## config.mk

```make
export PLATFORM = sky130hd
export DESIGN_NAME = alu_arbiter
export DESIGN_NICKNAME = d
export VERILOG_FILES = /design/src/rtl/alu_pkg.sv /design/src/rtl/alu.sv /design/src/rtl/rr_arb2.sv /design/src/rtl/alu_arbiter.sv
export SDC_FILE = /design/constraint.sdc
export NUM_CORES = 1
export LEC_CHECK = 0
export ABC_AREA = 0
export BUFFER_PORTS_ARGS = -buffer_cell sky130_fd_sc_hd__buf_4
export CAP_MARGIN = 20
export CORE_MARGIN = 4
export CORE_UTILIZATION = 50
export CTS_CLUSTER_SIZE = 14
export DETAILED_ROUTE_END_ITERATION = 8
export PLACE_DENSITY = 0.86
export SLEW_MARGIN = 20
export SYNTH_ARGS = -nofsm -noshare
export SYNTH_HDL_FRONTEND = slang
export SYNTH_SLANG_ARGS = --single-unit
```

## constraint.sdc

```tcl
create_clock -name clk -period 11.4 [get_ports clk]
set_input_delay 1.71 -clock clk [delete_from_list [all_inputs] [get_ports clk]]
set_output_delay 1.71 -clock clk [all_outputs]
set_load 0.01 [all_outputs]
```

## src/rtl/alu_pkg.sv

```systemverilog
// Shared encodings for the execute-side ALU and its arbiter.
// Function selects, condition-code bit positions and reset CC value.
package alu_pkg;

    localparam logic [1:0] FN_ADD = 2'd0;
    localparam logic [1:0] FN_SUB = 2'd1;
    localparam logic [1:0] FN_AND = 2'd2;
    localparam logic [1:0] FN_XOR = 2'd3;

    localparam int CC_ZF = 2;
    localparam int CC_SF = 1;
    localparam int CC_OF = 0;

    localparam logic [2:0] CC_RESET_DEF = 3'b100;

endpackage

```

## src/rtl/alu.sv

```systemverilog
// Shared 64-bit combinational ALU datapath.
// Select 0..4: add, sub, and, xor, or; other codes yield zero.
module alu #(
    parameter int W = 64
) (
    input  logic [W-1:0] A,
    input  logic [W-1:0] B,
    input  logic [3:0]   s,
    output logic [W-1:0] Out
);

    always_comb begin
        Out = '0;
        case (s)
            4'd0:    Out = A + B;
            4'd1:    Out = A - B;
            4'd2:    Out = A & B;
            4'd3:    Out = A ^ B;
            4'd4:    Out = A | B;
            default: Out = '0;
        endcase
    end

endmodule

```

## src/rtl/rr_arb2.sv

```systemverilog
// Two-way round-robin grant with its pointer register.
// The pointer moves to the other requester only when a grant is issued.
module rr_arb2 (
    input  logic       clk,
    input  logic       rst,
    input  logic       en,
    input  logic [1:0] req,
    output logic [1:0] gnt
);

    logic ptr;

    always_comb begin
        gnt = 2'b00;
        if (en) begin
            unique case (req)
                2'b01:   gnt = 2'b01;
                2'b10:   gnt = 2'b10;
                2'b11:   gnt = ptr ? 2'b10 : 2'b01;
                default: gnt = 2'b00;
            endcase
        end
    end

    always_ff @(posedge clk) begin
        if (rst) begin
            ptr <= 1'b0;
        end else if (|gnt) begin
            ptr <= gnt[0];
        end
    end

endmodule

```

## src/rtl/alu_arbiter.sv

```systemverilog
// Shares one ALU between the E-stage and address arithmetic,
// with a one-entry result slot and the Y86 condition codes.
module alu_arbiter
    import alu_pkg::*;
#(
    parameter int         W        = 64,
    parameter logic [2:0] CC_RESET = CC_RESET_DEF
) (
    input  logic         clk,
    input  logic         rst,
    input  logic         flush,
    input  logic [1:0]   req_valid,
    output logic [1:0]   req_ready,
    input  logic [W-1:0] req0_a,
    input  logic [W-1:0] req0_b,
    input  logic [W-1:0] req1_a,
    input  logic [W-1:0] req1_b,
    input  logic [1:0]   req0_fn,
    input  logic [1:0]   req1_fn,
    input  logic [1:0]   req_set_cc,
    output logic         out_valid,
    input  logic         out_ready,
    output logic [W-1:0] out_data,
    output logic         out_id,
    output logic [2:0]   cc
);

    logic         free;
    logic         en;
    logic [1:0]   gnt;
    logic         granted;
    logic         idx;
    logic [W-1:0] a;
    logic [W-1:0] b;
    logic [1:0]   fn;
    logic [W-1:0] res;
    logic         of;
    logic [2:0]   cc_next;

    assign free      = !out_valid || out_ready;
    assign en        = free && !flush && !rst;
    assign req_ready = gnt;
    assign granted   = |gnt;
    assign idx       = gnt[1];

    rr_arb2 u_arb (
        .clk (clk),
        .rst (rst),
        .en  (en),
        .req (req_valid),
        .gnt (gnt)
    );

    assign a  = idx ? req1_a : req0_a;
    assign b  = idx ? req1_b : req0_b;
    assign fn = idx ? req1_fn : req0_fn;

    alu #(.W(W)) u_alu (
        .A   (a),
        .B   (b),
        .s   ({2'b00, fn}),
        .Out (res)
    );

    // Signed overflow only exists for add/sub; logic ops clear it.
    always_comb begin
        of = 1'b0;
        unique case (fn)
            FN_ADD:  of = (a[W-1] == b[W-1]) && (res[W-1] != a[W-1]);
            FN_SUB:  of = (a[W-1] != b[W-1]) && (res[W-1] != a[W-1]);
            default: of = 1'b0;
        endcase
        cc_next        = 3'b000;
        cc_next[CC_ZF] = (res == '0);
        cc_next[CC_SF] = res[W-1];
        cc_next[CC_OF] = of;
    end

    always_ff @(posedge clk) begin
        if (rst) begin
            out_valid <= 1'b0;
            out_data  <= '0;
            out_id    <= 1'b0;
            cc        <= CC_RESET;
        end else if (flush) begin
            out_valid <= 1'b0;
        end else if (granted) begin
            out_valid <= 1'b1;
            out_data  <= res;
            out_id    <= idx;
            if (req_set_cc[idx]) begin
                cc <= cc_next;
            end
        end else if (out_valid && out_ready) begin
            out_valid <= 1'b0;
        end
    end

endmodule

```

==> results.json, run 1 <==
{
  "grt_max_degree": 96,
  "synthCells": 2048,
  "critPathArrivalTime_ps": 9430,
  "ys_ff_latch": 70,
  "ys_types": 82,
  "final_core_util": 0.622,
  "clock_tree.root_cell": "clkbuf_16",
  "io_buffer_count": 338,
  "core-area_um2": 25300,
  "finalPower_uw": 1540,
  "grt_pass1_wl_um": 83500,
  "critPathBufInv": 2,
  "fmax_mhz": 109,
  "synth.cell_area_um2": 13000,
  "dp.cells": 2600,
  "numCtsBuffers": 9,
  "synth.top_cell.area_share": 0.165,
  "post-cts-setup-buffers": 0,
  "die_width_um": 169,
  "synthFlopType": "dfxtp_1",
  "timing.final.crit_share": 0.804,
  "seq_area_frac_synth": 0.108,
  "die-area_um2": 28600,
  "cts_tree": "done",
  "fin_setup_tns_ps": 0,
  "grt_pass1_vias": 15700,
  "cp_top_family": "simple AND/OR/NAND/NOR gates",
  "io_pins": 339,
  "cts_resized": 0,
  "h-tree-depth": 3,
  "leakagePower_uw": 0.00747,
  "cts_buffer_depth": 2,
  "cap_violations": 0,
  "wl_per_cell_um": 21.2,
  "hold_viol": 0,
  "syn_avg_cell_area_um2": 6.33,
  "min_path_type": "reg2reg",
  "slew_headroom": 0.292,
  "die_y_um": 169,
  "postRouteAntennaNets": 0,
  "max_stage_delay_ps": 790,
  "p_per_area_nw_per_um2": 98.0,
  "first_pass_iters": 6,
  "start_util": 0.512,
  "skew_ps": 2.05,
  "antenna_found_initial": 0,
  "finalWirelength_um": 55400,
  "synth_xor_area_frac": 0.0757,
  "yosys.area_share.simple": 0.340,
  "netlist_top_cells_count": "570 x nand2_1, 186 x a21oi_1, 157 x nor2_1",
  "track_usage": 0.366,
  "max-vdd-ir-drop_uv": 76.2,
  "grt_overflow_total": 0,
  "synth_edf_count": 0,
  "drc": 0,
  "syn_to_final_growth_pct": 21.6,
  "critPathLaunchType": "primary input",
  "hold_buffers": 0,
  "finalMaxSlewViolations": 0,
  "vias_per_cell": 6.20,
  "worstSetupPathType": "in2reg",
  "post-synth-top-count-cell": "nand2_1",
  "clock_latency_ps": 330,
  "gp_congestion": 1.05,
  "cp_max_fo": 71,
  "synth.area.top_cells": "nand2_1 17%, ha_1 12%, dfxtp_1 11%",
  "layout-drive-gt1-share": 0.173,
  "synth_top_family_by_area": "simple AND/OR/NAND/NOR gates",
  "cpMostUsedCell": "nand4_1",
  "clock_sinks": 70,
  "yosysWarningCount": 0,
  "async_reset_ff_frac": 0,
  "drt_iter0_markers": 1207,
  "worstMarginPinSlew_ps": 1060,
  "muxShareOfSynthArea": 0.0511,
  "synth_nets": 2444,
  "clkTransAtPathRegs_ps": 60,
  "vias": 16200,
  "layout.cells.non_filler": 2616,
  "n_antenna_cell": 0,
  "std_cell_rows": 58,
  "grt_setup_unrepaired": "no",
  "fill_cells": 2430,
  "synth_area_leader_cell": "nand2_1",
  "synth_compound_area_frac": 0.243,
  "status": "completed",
  "cp_slowest_cell": "inv_4",
  "nets": 2677,
  "critPathCaptureType": "register",
  "cp.required_ps": 11670,
  "yosys.area_share.adder": 0.124,
  "hpwl_um": 45500,
  "timing.final.crit_period_ps": 9160,
  "setup_viol": 0
}
==> state kept, by name (all words and copies together) (netlist names) <==
| name | count |
|---|---|
| out_data | 64 |
| u_arb.ptr | 1 |
| out_id | 1 |
| cc | 3 |
| out_valid | 1 |
==> layout by cell type, fill, tap and decap left out, drive strengths merged, types with 7 or more instances in the layout <==
master	n
dfxtp	70
a21o	25
and3	18
o21a	11
xnor2	79
o31ai	13
nand2	572
xor2	33
nor4	28
a31oi	22
nand2b	8
ha	127
a21boi	7
nor2	158
or4	11
inv	53
and2	11
nor3	70
o21bai	8
nand3	30
or3	23
o21ai	91
nand4	37
a211oi	42
a21oi	190
mux2i	59
clkbuf	9
o211ai	22
buf	349
==> cell type report <==
cell class                 count  area (µm²)  share of cell area
tap                          330         413              0.0262
clock inverter                 7        51.3             0.00325
clock buffer                   9         225              0.0143
multi-input combinational   1798       10800               0.688
inverter                      53         201              0.0128
sequential                    70        1400              0.0889
timing repair buffer         349        2630               0.167
==> stage by stage <==
stage,setup WS (ps),hold slack [ps],area (µm²)
6_report,2240,452,15800
5_1_grt,1760,480,15800
4_1_cts,2430,455,15800
3_5_place_dp,2110,447,15500
3_3_place_gp,2160,444,15500
2_1_floorplan,3730,476,13000
==> path summary, 6_finish.rpt <==
| path | to | depth (start not counted) | startpoint | slack [ps] |
|---|---|---|---|---|
| setup / recovery | cc[2] | 26 | rst | 2240 |
| hold / removal | out_data[54] | 2 | out_data[54] | 450 |
| setup reg to reg | cc[2] | 25 | u_arb.ptr | 3670 |
| hold reg to reg | out_data[54] | 2 | out_data[54] | 450 |
==> logic make-up after synthesis <==
group / after synthesis
simple gates: 998
compound gates: 496
buf+inv: 180
fa+ha+maj: 128
xor+xnor: 112
flops: 70
mux: 64
==> power breakdown <==
group | total (µW) | leakage [µW] | switching, µW | internal, µW
sequential | 275 | 0.000572 | 11.4 | 263
clock | 254 | 0.000120 | 108 | 147
combinational | 1010 | 0.00678 | 630 | 385
==> worst min-delay path, delay by kind of cell (launching register included) <==
family           cells  cell delay [ps]
AO/OA/AOI/OAI        1               50
AND/OR/NAND/NOR      1               50
flip-flops           1              300
==> per-layer routing <==
layer  up-vias  routed length (µm)  GRT usage
met4         0                5530      0.305
met3       252                3630     0.0488
li1       7720                   -          -
met2       789               27800      0.680
met1      7455               18500      0.356
met5         -                   0          0
(Power assumes the default switching activity.)
==> inputs of run 2 (changes only) <==
--- a/config.mk
+++ b/config.mk
@@ -12,7 +12,7 @@
 export CORE_UTILIZATION = 50
 export CTS_CLUSTER_SIZE = 14
 export DETAILED_ROUTE_END_ITERATION = 8
-export PLACE_DENSITY = 0.86
+export PLACE_DENSITY = 0.89
 export SLEW_MARGIN = 20
 export SYNTH_ARGS = -nofsm -noshare
 export SYNTH_HDL_FRONTEND = slang
==> constraint.sdc (replaced) <==
create_clock -name clk -period 8.2 [get_ports clk]
set_input_delay 1.23 -clock clk [delete_from_list [all_inputs] [get_ports clk]]
set_output_delay 1.23 -clock clk [all_outputs]
set_load 0.01 [all_outputs]
==> results.json, run 2 (same netlist as run 1, synthesis figures left out) <==
{
  "status": "completed",
  "clockPowerShare": 0.183,
  "worstMarginPinSlew_ps": 877,
  "layout-drive-gt1-share": 0.177,
  "hold_buffers": 0,
  "timing.final.crit_share": 0.919,
  "grt_pass1_vias": 15500,
  "std_cell_rows": 58,
  "worstSetupPathType": "in2reg",
  "most-common-layout-cells": "569 x nand2_1, 359 x buf_4, 186 x a21oi_1",
  "p_int_uw": 1150,
  "finalMaxSlewViolations": 0,
  "p_per_area_nw_per_um2": 139,
  "finalWirelength_um": 56300,
  "min_path_type": "reg2reg",
  "drc": 0,
  "cp_max_fo": 9,
  "max-vdd-ir-drop_uv": 131,
  "gp_congestion": 1.05,
  "critPathArrivalTime_ps": 7810,
  "reg2reg_to": "cc[2]",
  "h-tree-depth": 3,
  "cts_buffer_depth": 2,
  "reg2reg_depth": 26,
  "regMostFlops": "out_data",
  "drt_iter0_markers": 1237,
  "clock_latency_ps": 340,
  "post-cts-setup-buffers": 0,
  "fin_setup_tns_ps": 0,
  "ff2ff_setup_slack_ps": 1360,
  "pwr-share-seq": 0.172,
  "n_antenna_cell": 0,
  "clock_tree.root_cell": "clkbuf_16",
  "die_width_um": 169,
  "cp.required_ps": 8470,
  "io_buffer_count": 338,
  "reg2reg_from": "u_arb.ptr",
  "cts_tree": "done",
  "busiest_layer": "met2",
  "use_met3": 0.0425,
  "fmax_mhz": 133,
  "whs_path_depth": 2,
  "final_common_cell": "nand2_1",
  "clock_sinks": 70,
  "first_pass_iters": 6,
  "core-area_um2": 25300,
  "cp_slowest_cell": "or4_1",
  "largest_register_ffs": 64,
  "grt_max_degree": 79,
  "met2_usage": 0.682,
  "met1_usage": 0.385,
  "switchingPower_uw": 1060,
  "vias": 16200,
  "cp_top_family": "simple AND/OR/NAND/NOR gates",
  "clkTransAtPathRegs_ps": 60,
  "numCtsBuffers": 9,
  "hpwl_um": 46500,
  "cap_violations": 0,
  "cpMostUsedCell": "nor2_1",
  "syn_to_final_growth_pct": 22.4,
  "critPathLaunchType": "primary input",
  "nets": 2688,
  "die-area_um2": 28600,
  "die_y_um": 169,
  "leakagePower_uw": 0.00755,
  "grt_overflow_total": 0,
  "fill_cells": 2368,
  "postRouteAntennaNets": 0,
  "io_pins": 339,
  "slew_headroom": 0.410,
  "layout.cells.non_filler": 2627,
  "setup_slack_ps": 662,
  "antenna_found_initial": 0,
  "grt_pass1_wl_um": 84700,
  "critPathBufInv": 1,
  "place_ws_ps": 535,
  "final_core_util": 0.627,
  "dp.cells": 2611,
  "hold_viol": 0,
  "hold_end": "out_data[45]",
  "critPathCaptureType": "register",
  "setup_viol": 0,
  "reg_top3": "out_data x64, cc x3",
  "timing.final.crit_period_ps": 7540,
  "swShare": 0.478,
  "start_util": 0.512,
  "track_usage": 0.373,
  "comb_power_share": 0.644,
  "cts_resized": 0,
  "wl_per_cell_um": 21.4,
  "max_stage_delay_ps": 580,
  "grt_setup_unrepaired": "no",
  "finalPower_uw": 2210,
  "skew_ps": 7.60,
  "hp-start": "out_data[45]",
  "vias_per_cell": 6.17
}
==> run 2: cell types whose count changed in the layout (fill, tap and decap cells not counted), sizes merged <==
| cell | previous run | this run |
|---|---|---|
| inv | 53 | 55 |
| clkinv | 2 | 1 |
| buf | 349 | 360 |
| clkinvlp | 5 | 2 |
| clkbuf | 9 | 10 |
| bufinv | 0 | 1 |
==> run 2: area by class of cell <==
cell class	count	area [µm²]	share of cell area
multi-input cells	1798	10800	0.683
repair buffers	360	2720	0.171
flip-flops and latches	70	1400	0.0883
well taps	330	413	0.0260
clock buffers	10	239	0.0151
inverters	53	201	0.0127
clock inverters	6	67.6	0.00426
==> run 2: power by group through the flow <==
stage	logic (µW)	registers, µW	clock network [µW]
after global routing	1540	384	423
after detailed placement	1390	388	0
after global placement	1380	387	0
final	1420	381	405
after CTS	1400	381	409
after floorplan	893	397	0
==> run 2: worst reg2reg max path, delay by kind of cell, from the launching register on <==
kind	cells	cell delay [ps]
AO/OA/AOI/OAI	4	1140
multiplexers	2	430
AND/OR/NAND/NOR	17	3920
flip-flops	1	380
buffers and inverters	1	280
XOR/XNOR	1	140
adder cells (fa/ha/maj)	1	480
==> run 2: metrics by stage <==
stage	hold WS, ps	cell area, µm²
6_report	450	15900
3_3_place_gp	441	15600
4_1_cts	453	15900
2_1_floorplan	476	13000
3_5_place_dp	445	15600
5_1_grt	483	15900
==> run 2: how the worst max path moves through the flow <==
stage	end	start	cells after the start	slack, ps
global placement	cc[2]	req0_b[9]	25	640
finish	cc[2]	req0_b[3]	26	660
CTS	cc[2]	req0_b[3]	26	810
floorplan	cc[2]	out_ready	26	1010
global route	cc[2]	req0_b[3]	25	270
detailed placement	cc[2]	req0_b[3]	26	540
==> run 2: routing by layer <==
metal | wire [µm] | part of all wire
met1 | 19900 | 0.35
met2 | 27700 | 0.49
met3 | 3280 | 0.058
met4 | 5450 | 0.097
met5 | 0 | 0
==> inputs of run 3 (changes only) <==
--- a/config.mk
+++ b/config.mk
@@ -8,8 +8,10 @@
 export ABC_AREA = 0
 export BUFFER_PORTS_ARGS = -buffer_cell sky130_fd_sc_hd__buf_4
 export CAP_MARGIN = 20
+export CELL_PAD_IN_SITES_DETAIL_PLACEMENT = 1
+export CELL_PAD_IN_SITES_GLOBAL_PLACEMENT = 1
 export CORE_MARGIN = 4
-export CORE_UTILIZATION = 50
+export CORE_UTILIZATION = 34
 export CTS_CLUSTER_SIZE = 14
 export DETAILED_ROUTE_END_ITERATION = 8
 export PLACE_DENSITY = 0.89
==> results.json, run 3 (same netlist as run 1, synthesis figures left out) <==
{
  "status": "completed",
  "drt_iter0_markers": 655,
  "finalMaxSlewViolations": 0,
  "setup_viol": 0,
  "start_util": 0.344,
  "syn_to_final_growth_pct": 24.7,
  "h-tree-depth": 3,
  "postRouteAntennaNets": 0,
  "timing.final.crit_share": 0.921,
  "leakagePower_uw": 0.00758,
  "reg2reg_depth": 26,
  "layout-drive-gt1-share": 0.178,
  "endpoint": "cc[2]",
  "core-area_um2": 37700,
  "grt_overflow_total": 0,
  "min_path_type": "reg2reg",
  "vias": 16200,
  "ff2ff_setup_slack_ps": 1470,
  "die_width_um": 203,
  "finalWirelength_um": 66200,
  "first_pass_iters": 5,
  "hold_viol": 0,
  "clock_tree.root_cell": "clkbuf_16",
  "gp_congestion": 0.993,
  "cp.required_ps": 8470,
  "fin_setup_tns_ps": 0,
  "timing.final.crit_period_ps": 7550,
  "numCtsBuffers": 9,
  "reg_top3": "out_data x64, cc x3",
  "clock_sinks": 70,
  "skew_ps": 5.75,
  "cp_max_fo": 9,
  "cts_resized": 0,
  "cts_tree": "done",
  "cap_violations": 0,
  "dr_wl_met2_um": 33700,
  "wirelength_met1_um": 24200,
  "slew_headroom": 0.348,
  "critPathCaptureType": "register",
  "grt_pass1_vias": 17300,
  "wl_per_cell_um": 23.5,
  "largest_register_ffs": 64,
  "max-vdd-ir-drop_uv": 109,
  "hpwl_um": 55600,
  "worstSetupPathType": "in2reg",
  "std_cell_rows": 71,
  "fmax_mhz": 132,
  "die_y_um": 203,
  "die-area_um2": 41300,
  "fill_cells": 5071,
  "drc": 0,
  "met3_length_um": 2380,
  "p_per_area_nw_per_um2": 142,
  "reg2reg_from": "u_arb.ptr",
  "grt_setup_unrepaired": "no",
  "most-common-layout-cells": "569 x nand2_1, 358 x buf_4, 186 x a21oi_1",
  "clkTransAtPathRegs_ps": 60,
  "final_common_cell": "nand2_1",
  "routed.top_layer": "met4",
  "clock_latency_ps": 330,
  "regMostFlops": "out_data",
  "grt_pass1_wl_um": 99500,
  "critPathLaunchType": "primary input",
  "io_buffer_count": 338,
  "grt_max_degree": 96,
  "io_pins": 339,
  "critPathArrivalTime_ps": 7820,
  "vias_per_cell": 5.76,
  "nets": 2689,
  "cts_buffer_depth": 2,
  "track_usage": 0.307,
  "worstMarginPinSlew_ps": 970,
  "dpl-instance-area_um2": 15800,
  "finalPower_uw": 2300,
  "design_area_um2": 16200,
  "antenna_found_initial": 0,
  "reg2reg_to": "cc[2]",
  "crit_start": "req0_b[3]"
}
-- run 3: what timing repair did --
action / CTS / global route
setup endpoints to repair: 0 / 1
hold buffers: 0 / 0
setup buffers: 0 / 1
-- run 3: stage by stage --
step,setup slack [ps],cells,util,hold WS (ps)
2_1_floorplan,1010,2048,-,476
3_3_place_gp,503,2792,0.420,441
3_5_place_dp,284,2792,0.420,449
4_1_cts,588,2808,0.429,457
5_1_grt,73.1,2809,0.429,477
6_report,646,2810,0.429,456
-- run 3: worst max-delay path: stages --
cell       delay [ps]
buf_4             110
or4_1             550
nor2_1            260
nand3_1           200
a2111oi_4         370
buf_4             210
nand4_1           230
nor4_1            460
and3_1            240
and3_1            180
nand2_1           130
nor2_1            200
nor2_1             80
xnor2_1           130
ha_1              470
nand2_1           110
or4_1             580
or3_1             350
a211oi_1          250
a211oi_1          100
mux2i_1           210
nor2_1             80
a2111oi_0         360
nand4_1           150
nor4_1            290
nand4_1           160
nand3_1           120
-- run 3: layer usage --
layer / GRT usage / up-vias
met4: 0.221 / 0
li1: - / 7737
met3: 0.0364 / 199
met1: 0.313 / 7766
met2: 0.576 / 480
met5: 0 / -
-- run 3: final cells by class --
| type | instances | area (µm²) | share of cell area |
|---|---|---|---|
| multi-input combinational | 1798 | 10800 | 0.671 |
| timing repair buffer | 361 | 2750 | 0.170 |
| tap | 511 | 639 | 0.0396 |
| antenna | 1 | 2.50 | 0.000155 |
| sequential | 70 | 1400 | 0.0867 |
| inverter | 53 | 201 | 0.0125 |
| clock inverter | 5 | 81.3 | 0.00503 |
| clock buffer | 11 | 253 | 0.0156 |
-- run 3: power by group --
group | switching, µW | leakage, µW | total, µW | internal, µW
sequential | 16.1 | 0.000572 | 382 | 366
clock | 156 | 0.000162 | 439 | 283
combinational | 933 | 0.00685 | 1480 | 543
total | 1100 | 0.00758 | 2300 | 1190
-- run 3: worst min-delay path by stage --
| stage | cells past startpoint | start | endpoint | slack, ps |
|---|---|---|---|---|
| after floorplan | 2 | u_arb.ptr | u_arb.ptr | 480 |
| after global placement | 2 | out_data[56] | out_data[56] | 440 |
| after detailed placement | 2 | out_data[5] | out_data[5] | 450 |
| after CTS | 2 | out_data[47] | out_data[47] | 460 |
| after global routing | 2 | out_data[47] | out_data[47] | 480 |
| final | 2 | out_data[47] | out_data[47] | 460 |
